<file path="src/rtl/uart_rx.sv">
// uart_rx: 8N1 serial receiver with mid-bit sampling; UART_RX_MAJORITY_EN enables 2-of-3 majority bit decisions
module uart_rx #(
  parameter int CLKS_PER_BIT = 5000,
  parameter int HALF_BIT = CLKS_PER_BIT / 2
) (
  input  logic       clk,
  input  logic       res,
  input  logic       RX,
  output logic [7:0] data_out,
  output logic       en_data_out,
  output logic       busy,
  output logic       frame_err
);
  localparam int CW = $clog2(CLKS_PER_BIT);
  localparam logic [CW-1:0] HALF_END = CW'(HALF_BIT - 1);
  localparam logic [CW-1:0] BIT_END = CW'(CLKS_PER_BIT - 1);
  typedef enum logic [2:0] {IDLE, START, DATA, STOP, BREAK} state_t;
  state_t state, state_n;
  logic rx_m, rx_s, bit_v, bit_done, good, bad;
  logic [CW-1:0] cnt;
  logic [2:0] bit_idx;
  logic [7:0] shift_reg;
  // two-flop synchronizer; idles high so reset does not look like a start bit
  always_ff @(posedge clk or posedge res)
    if (res) {rx_m, rx_s} <= 2'b11;
    else {rx_m, rx_s} <= {RX, rx_m};
`ifdef UART_RX_MAJORITY_EN
  logic [1:0] hist;
  // previous two synchronized samples; with rx_s they form the 3-sample decision window
  always_ff @(posedge clk or posedge res)
    if (res) hist <= 2'b11;
    else hist <= {hist[0], rx_s};
  assign bit_v = (hist[1] & hist[0]) | (hist[1] & rx_s) | (hist[0] & rx_s);
`else
  assign bit_v = rx_s;
`endif
  assign bit_done = cnt == BIT_END;
  assign good = state == STOP && bit_done && bit_v;
  assign bad = state == STOP && bit_done && !bit_v;
  assign busy = state != IDLE;
  // state register
  always_ff @(posedge clk or posedge res)
    if (res) state <= IDLE;
    else state <= state_n;
  // next-state decisions at the start-bit midpoint and at each bit centre
  always_comb begin
    state_n = state;
    case (state)
      IDLE:    state_n = rx_s ? IDLE : START;
      START:   state_n = cnt == HALF_END ? (bit_v ? IDLE : DATA) : START;
      DATA:    state_n = bit_done && bit_idx == 3'd7 ? STOP : DATA;
      STOP:    state_n = bit_done ? (bit_v ? IDLE : BREAK) : STOP;
      BREAK:   state_n = rx_s ? IDLE : BREAK;
      default: state_n = IDLE;
    endcase
  end
  // bit timing, data shifting and result registers
  always_ff @(posedge clk or posedge res)
    if (res) begin
      cnt <= '0;
      bit_idx <= '0;
      shift_reg <= '0;
      data_out <= '0;
      en_data_out <= 1'b0;
      frame_err <= 1'b0;
    end else begin
      cnt <= (state_n != state || (state == DATA && bit_done)) ? '0 : cnt + 1'b1;
      bit_idx <= state == START ? 3'd0 : (state == DATA && bit_done) ? bit_idx + 3'd1 : bit_idx;
      shift_reg <= (state == DATA && bit_done) ? {bit_v, shift_reg[7:1]} : shift_reg;
      data_out <= good ? shift_reg : data_out;
      en_data_out <= good;
      frame_err <= good ? 1'b0 : bad ? 1'b1 : frame_err;
    end
endmodule

</file>
<file path="config.mk">
export PLATFORM = sky130hd
export DESIGN_NAME = uart_rx
export DESIGN_NICKNAME = d
export VERILOG_FILES = /design/src/rtl/uart_rx.sv
export SDC_FILE = /design/constraint.sdc
export NUM_CORES = 1
export LEC_CHECK = 0
export ABC_AREA = 1
export CAP_MARGIN = 20
export CORE_MARGIN = 1
export CORE_UTILIZATION = 57
export CTS_CLUSTER_SIZE = 40
export DETAILED_ROUTE_END_ITERATION = 10
export PLACE_DENSITY = 0.84
export SETUP_SLACK_MARGIN = 0.05
export SYNTH_ARGS = -nofsm -noshare
export SYNTH_HDL_FRONTEND = slang
export SYNTH_SLANG_ARGS = --single-unit
</file>
<file path="constraint.sdc">
create_clock -name clk -period 1.78 [get_ports clk]
set_clock_uncertainty 0.05 [all_clocks]
set_input_delay 0.356 -clock clk [delete_from_list [all_inputs] [get_ports clk]]
set_output_delay 0.356 -clock clk [all_outputs]
set_load 0.01 [all_outputs]
</file>
==> results.md, run 1 <==
* PD cells at 610 nW/um^2
* Fin crit share at 95.8%
* Reg2Reg Launch Point: cnt[0]$_DFF_PP0_
* Synthesized area at 1870 sq um
* Sink Count at 39
* Max-cap violations at 0
* Worst slew margin at 79.1%
* R2R Setup Slk at 0.07 ns
* P&R area growth vs syn at 19.0%
* Synthesized instance count at 196
* H-tree depth at 2
* Crit path largest cell delay at 0.39 ns
* HPWL after DPL at 2.36 mm
* Fmax at 586 MHz
* Crit path launch type: flip-flop
* Commonest cells after routing, fill and taps aside: 36 x dfrtp_1, 28 x nand2_1, 24 x inv_1, 14 x nor2_2
* Die Wd at 59.3 um
* Die ar. at 3510 sq um
* Worst-path clk slew at 0.12 ns
* CORE AREA at 3080 sq um
* Initial antenna violation count at 0
* Ranking of synthesized cells by area: dfrtp_1 50%, nand2_1 7.0%, inv_1 4.8%
* Chip Height at 59.3 um
* Crit Path Category: reg2reg
* Via Count at 1,335
* Top cell type's share of synthesized area at 49.5%
* Vias in the first global route at 1,336
* Syn nets at 202
* Required time of the critical path at 1.98 ns
* Layout cells sized above 1 at 27.7%
* CTS tree: done
* Hold Fails Final Rpt at 0
* Commonest non-fill, non-tap cell in the layout: dfrtp_1
* Antenna-violating nets left at 0
* Pins Over Slew Limit at 0
* # rows at 20
* Actual slew at the worst max-slew pin at 0.311 ns
* CP cell instances: ha_2 > nand2_1 > nor2_1 > nand3_1 > nor2_1 > nand2_1 > nand2_1 > nor2_2 > nand2_2 > buf_12 > nor2_1
* DR vias/cell at 4.98
* Inst Count DP at 256
* Min Clock Period, post-route at 1.71 ns
* Post-synthesis register bit count at 39
* Synth Area per Inst at 9.54 sq um
* Routability Congestion at 0.792
* Drt pass-1 iters at 4
* Max reg flops at 13
* Worst setup path startpoint: cnt[0]$_DFF_PP0_
* Reg2Reg Depth at 11
* Post-layout util at 72.3%
* Unrepaired setup endpoints after global routing: true
* Routed WL per cell at 12.5 um
* Crit path max fanout at 13
* Synth warnings at 0
* Status: finished clean
* Detailed Route Iter0 Violations at 29
* Remaining DRCs at 0
* Setup_tns at 0 ns
* Pin count of the biggest net entering global routing at 40
* Final setup viols at 0
* Maximum clock insertion buffer count at 2
* Total track usage at 22.6%
* Overflow after GRT at 0
* Synth area leader: dfrtp_1
* Starting density of the core at 60.7%
* TritonCTS buffer count at 5
* Worst R2R End: cnt[0]$_DFF_PP0_
* Pleak at 1.04 nW
* Hold_ws at 0.296 ns
* CP max-delay cell: dfrtp_1
* Clock Latency Late Sink at 0.36 ns
* Worst IR Drop VDD at 0.000540 V
* FF+latch area at 980 sq um
* Arr. time, crit path at 1.90 ns
* Multi-input gate area at 795 sq um
* Final nets at 229
* I/O Pins at 14
* CP endpoint: cnt[0]$_DFF_PP0_
* Unique masters post-synth at 29
* # port buffers at 13
* Global-route wire length before repair at 5.66 mm
* FILL cells at 233
* Class of the worst hold path: in2async
* Total power draw at 1.36 mW
* Seq/Total Area, Yosys at 52.3%
* Number of antenna cells inserted at 0
* CP Capture Type: flip-flop
* Non-filler instance count after layout at 268
* Total wire length at 3.34 mm
* Hold-fix buffers, CTS at 0
* Root Buffer: clkbuf_4
==> critical path, delay by kind of cell, from the launching register on <==
| kind | cells | cell delay, ns |
|---|---|---|
| adder cells (fa/ha/maj) | 1 | 0.23 |
| buffers and inverters | 1 | 0.15 |
| flip-flops | 1 | 0.39 |
| AND/OR/NAND/NOR | 9 | 0.79 |
==> logic make-up (layout without fill, tap and decap cells) <==
kind of cell | after synthesis | after routing | share of synthesized area [%]
flip-flops | 39 | 39 | 52.3
XOR/XNOR | 12 | 12 | 5.62
AND/OR/NAND/NOR | 91 | 91 | 26.0
AO/OA/AOI/OAI | 18 | 18 | 5.96
adder cells (fa/ha/maj) | 3 | 3 | 2.01
buffers and inverters | 31 | 59 | 6.89
multiplexers | 2 | 2 | 1.20
==> synthesized netlist by cell type, drive strengths merged <==
| library cell | instances |
|---|---|
| inv | 28 |
| o21a | 6 |
| nand3 | 11 |
| buf | 3 |
| dfstp | 2 |
| nand3b | 1 |
| nand4 | 6 |
| a31oi | 1 |
| mux2 | 2 |
| nor3 | 4 |
| ha | 3 |
| nand2 | 40 |
| o21ai | 9 |
| dfrtp | 37 |
| xnor2 | 3 |
| o211ai | 1 |
| xor2 | 9 |
| nor2 | 29 |
| o31ai | 1 |
==> power by group <==
group | internal, mW | switching [mW] | total [mW] | leakage, nW
Sequential | 0.890 | 0.00147 | 0.891 | 0.522
Clock | 0.154 | 0.283 | 0.437 | 0.0293
Combinational | 0.00874 | 0.0192 | 0.0280 | 0.489
==> metrics by stage <==
step                instance area, sq um  worst slack (ns)
global route                        2220           -0.0486
detailed placement                  2100            0.0631
global placement                    2100             0.117
finish                              2220            0.0748
floorplan                           1870             0.153
CTS                                 2180            0.0542
==> how the worst min path moves through the flow <==
stage	slack (ns)	endpoint	cells after the start
after floorplan	0.30	bit_v$_DFF_PP1_	0
after global placement	0.30	bit_v$_DFF_PP1_	0
after detailed placement	0.30	bit_v$_DFF_PP1_	0
after CTS	0.30	cnt[10]$_DFF_PP0_	3
after global routing	0.30	en_data_out$_DFF_PP0_	3
final	0.30	cnt[10]$_DFF_PP0_	3
==> layout make-up <==
class | instances | share of cell area [%]
Sequential cell | 39 | 44.0
Multi-Input combinational cell | 126 | 35.7
Timing Repair Buffer | 23 | 10.8
Inverter | 28 | 4.72
Tap cell | 44 | 2.47
Clock buffer | 7 | 2.02
Clock inverter | 1 | 0.225
==> metal layers <==
metal | track usage, % | up-vias | part of all wire, %
li1 | - | 673 | -
met1 | 27.8 | 640 | 46
met2 | 35.2 | 14 | 49
met3 | 8.95 | 8 | 3.2
met4 | 9.86 | 0 | 2.2
met5 | 0 | - | 0
==> what timing repair did <==
| action | in CTS | in global routing |
|---|---|---|
| hold endpoints to repair | 0 | 0 |
| resized for setup | 3 | 15 |
| pin swaps | 0 | 4 |
| setup endpoints to repair | 1 | 26 |
| buffers inserted | 3 | 1 |
No activity file was read; power rests on OpenSTA's default activity.
==> inputs of run 2 (changes only) <==
--- a/config.mk
+++ b/config.mk
@@ -9,6 +9,7 @@
 export CAP_MARGIN = 20
 export CORE_MARGIN = 1
 export CORE_UTILIZATION = 57
+export CTS_CLUSTER_DIAMETER = 30
 export CTS_CLUSTER_SIZE = 40
 export DETAILED_ROUTE_END_ITERATION = 10
 export PLACE_DENSITY = 0.84
==> results of run 2 <==
The final DEF is identical to that of run 1; final timing and power are the same.
==> inputs of run 3 (changes only) <==
--- a/config.mk
+++ b/config.mk
@@ -7,6 +7,7 @@
 export LEC_CHECK = 0
 export ABC_AREA = 1
 export CAP_MARGIN = 20
+export CORE_ASPECT_RATIO = 0.9
 export CORE_MARGIN = 1
 export CORE_UTILIZATION = 57
 export CTS_CLUSTER_DIAMETER = 30
==> run 3 against run 2 <==
Register-to-register slack hardly changed; critical endpoint is now cnt[1]$_DFF_PP0_; via count is 7.6% higher; power up 0.89%; cell area rose by 0.84%; routed wire length grew 12%; first-iteration DRC count rose by 120%; clock power is 3% higher; fmax is essentially flat; highest routed layer unchanged; non-clock buffer count rose by 3; cell count grew 0.37%; die area about the same; combinational power shrank 1%.
==> results.md, run 3 (synthesized netlist as in run 1, its figures left out) <==
* Root Buffer: clkbuf_4
* Arr. time, crit path at 1.89 ns
* Overflow after GRT at 0
* Non-filler instance count after layout at 269
* Commonest non-fill, non-tap cell in the layout: dfrtp_1
* Crit Path Category: reg2reg
* Crit path max fanout at 13
* CORE AREA at 3090 sq um
* Starting density of the core at 60.5%
* Total power draw at 1.37 mW
* Pin count of the biggest net entering global routing at 40
* Clock Latency Late Sink at 0.35 ns
* H-tree depth at 2
* Hold_ws at 0.287 ns
* Drt pass-1 iters at 4
* Chip Height at 56.3 um
* Pleak at 1.04 nW
* Busiest layer in global routing: met2
* Commonest cells after routing, fill and taps aside: 36 x dfrtp_1, 34 x nand2_1, 24 x inv_1, 16 x nor2_2, 12 x clkdlybuf4s50_1
* Worst IR Drop VDD at 0.000534 V
* Hold Fails Final Rpt at 0
* Max reg flops at 13
* Actual slew at the worst max-slew pin at 0.434 ns
* TritonCTS buffer count at 5
* # rows at 19
* Global-route wire length before repair at 5.80 mm
* Met3 layer usage reported by global route at 6.71%
* # port buffers at 13
* Class of the worst hold path: in2async
* Crit path launch type: flip-flop
* DP Area at 2090 sq um
* Unrepaired setup endpoints after global routing: true
* Die Wd at 62.4 um
* Worst-path clk slew at 0.13 ns
* Final setup viols at 0
* Maximum clock insertion buffer count at 2
* Routed WL per cell at 13.9 um
* Total wire length at 3.75 mm
* Initial antenna violation count at 0
* PD cells at 610 nW/um^2
* GR Util met1 at 27.7%
* Total track usage at 21.5%
* Pins Over Slew Limit at 0
* Required time of the critical path at 1.97 ns
* Detailed Route Iter0 Violations at 64
* Min Clock Period, post-route at 1.70 ns
* Max-cap violations at 0
* Inst Count DP at 253
* Die ar. at 3510 sq um
* Dpl ws at 0.0524 ns
* Worst slew margin at 70.9%
* Status: finished clean
* Number of antenna cells inserted at 0
* Layout cells sized above 1 at 27.3%
* Final nets at 232
* Setup_tns at 0 ns
* Fmax at 587 MHz
* I/O Pins at 14
* Final worst setup slack at 0.0759 ns
* Final instance area at 2240 sq um
* DR vias/cell at 5.34
* Post-layout util at 72.6%
* Antenna-violating nets left at 0
* Routability Congestion at 0.913
* Hold-fix buffers, CTS at 0
* P&R area growth vs syn at 20.0%
* Vias in the first global route at 1,323
* CTS tree: done
* Sink Count at 39
* Fin crit share at 95.7%
* CP Capture Type: flip-flop
* HPWL after DPL at 2.47 mm
* Via Count at 1,437
* GRT met2 Usage at 33.4%
* Remaining DRCs at 0
run 3: cell count changes in the layout (fill, tap and decap cells not counted), sizes merged:
cell | previous run | this run
dlymetal6s2s | 1 | 0
buf | 10 | 13
dlygate4sd2 | 0 | 1
clkbuf | 7 | 6
clkdlybuf4s50 | 11 | 12
clkinvlp | 0 | 1
clkdlybuf4s15 | 1 | 0
run 3: final cells by class:
cell class	count	area, sq um
Sequential cell	39	980
Timing Repair Buffer	26	253
Fill cell	205	847
Inverter	28	105
Multi-Input combinational cell	126	800
Clock buffer	6	41.3
Clock inverter	2	12.5
Tap cell	42	52.6
run 3: worst paths after layout:
| path | startpoint | to | slack (ns) | cells after the start |
|---|---|---|---|---|
| setup / recovery | state[1]$_DFF_PP0_ | cnt[1]$_DFF_PP0_ | 0.08 | 8 |
| hold / removal | res | data_out[7]$_DFFE_PP0P_ | 0.29 | 3 |
| setup reg to reg | state[1]$_DFF_PP0_ | cnt[1]$_DFF_PP0_ | 0.08 | 8 |
| hold reg to reg | rx_m$_DFF_PP1_ | bit_v$_DFF_PP1_ | 0.29 | 0 |
| max in group asynchronous | res | rx_m$_DFF_PP1_ | 1.13 | 3 |
| min in group clk | rx_m$_DFF_PP1_ | bit_v$_DFF_PP1_ | 0.29 | 0 |
run 3: what timing repair did:
item                       4_1_cts  5_1_grt
pin swaps                        0        1
setup endpoints to repair        4       23
gates cloned                     0        1
resized for setup                3       10
buffers inserted                 4        3
run 3: power breakdown:
part / total, mW / internal [mW] / switching, mW / leakage [nW]
clock network: 0.449 / 0.153 / 0.297 / 0.0282
logic: 0.0276 / 0.00872 / 0.0189 / 0.494
registers: 0.892 / 0.890 / 0.00171 / 0.522
run 3: layer usage:
layer / vias up / routed length [um]
li1: 678 / -
met1: 706 / 1650
met2: 38 / 1840
met3: 15 / 162
met4: 0 / 105
met5: - / 0
run 3: critical path, cell delays in order, from the launching register on:
cell     delay [ns]
dfrtp_1        0.41
buf_4          0.15
nor3_2         0.40
nand2_1        0.14
nand2_1        0.11
nor2_2         0.05
nand2_2        0.08
buf_12         0.14
nor2_1         0.05
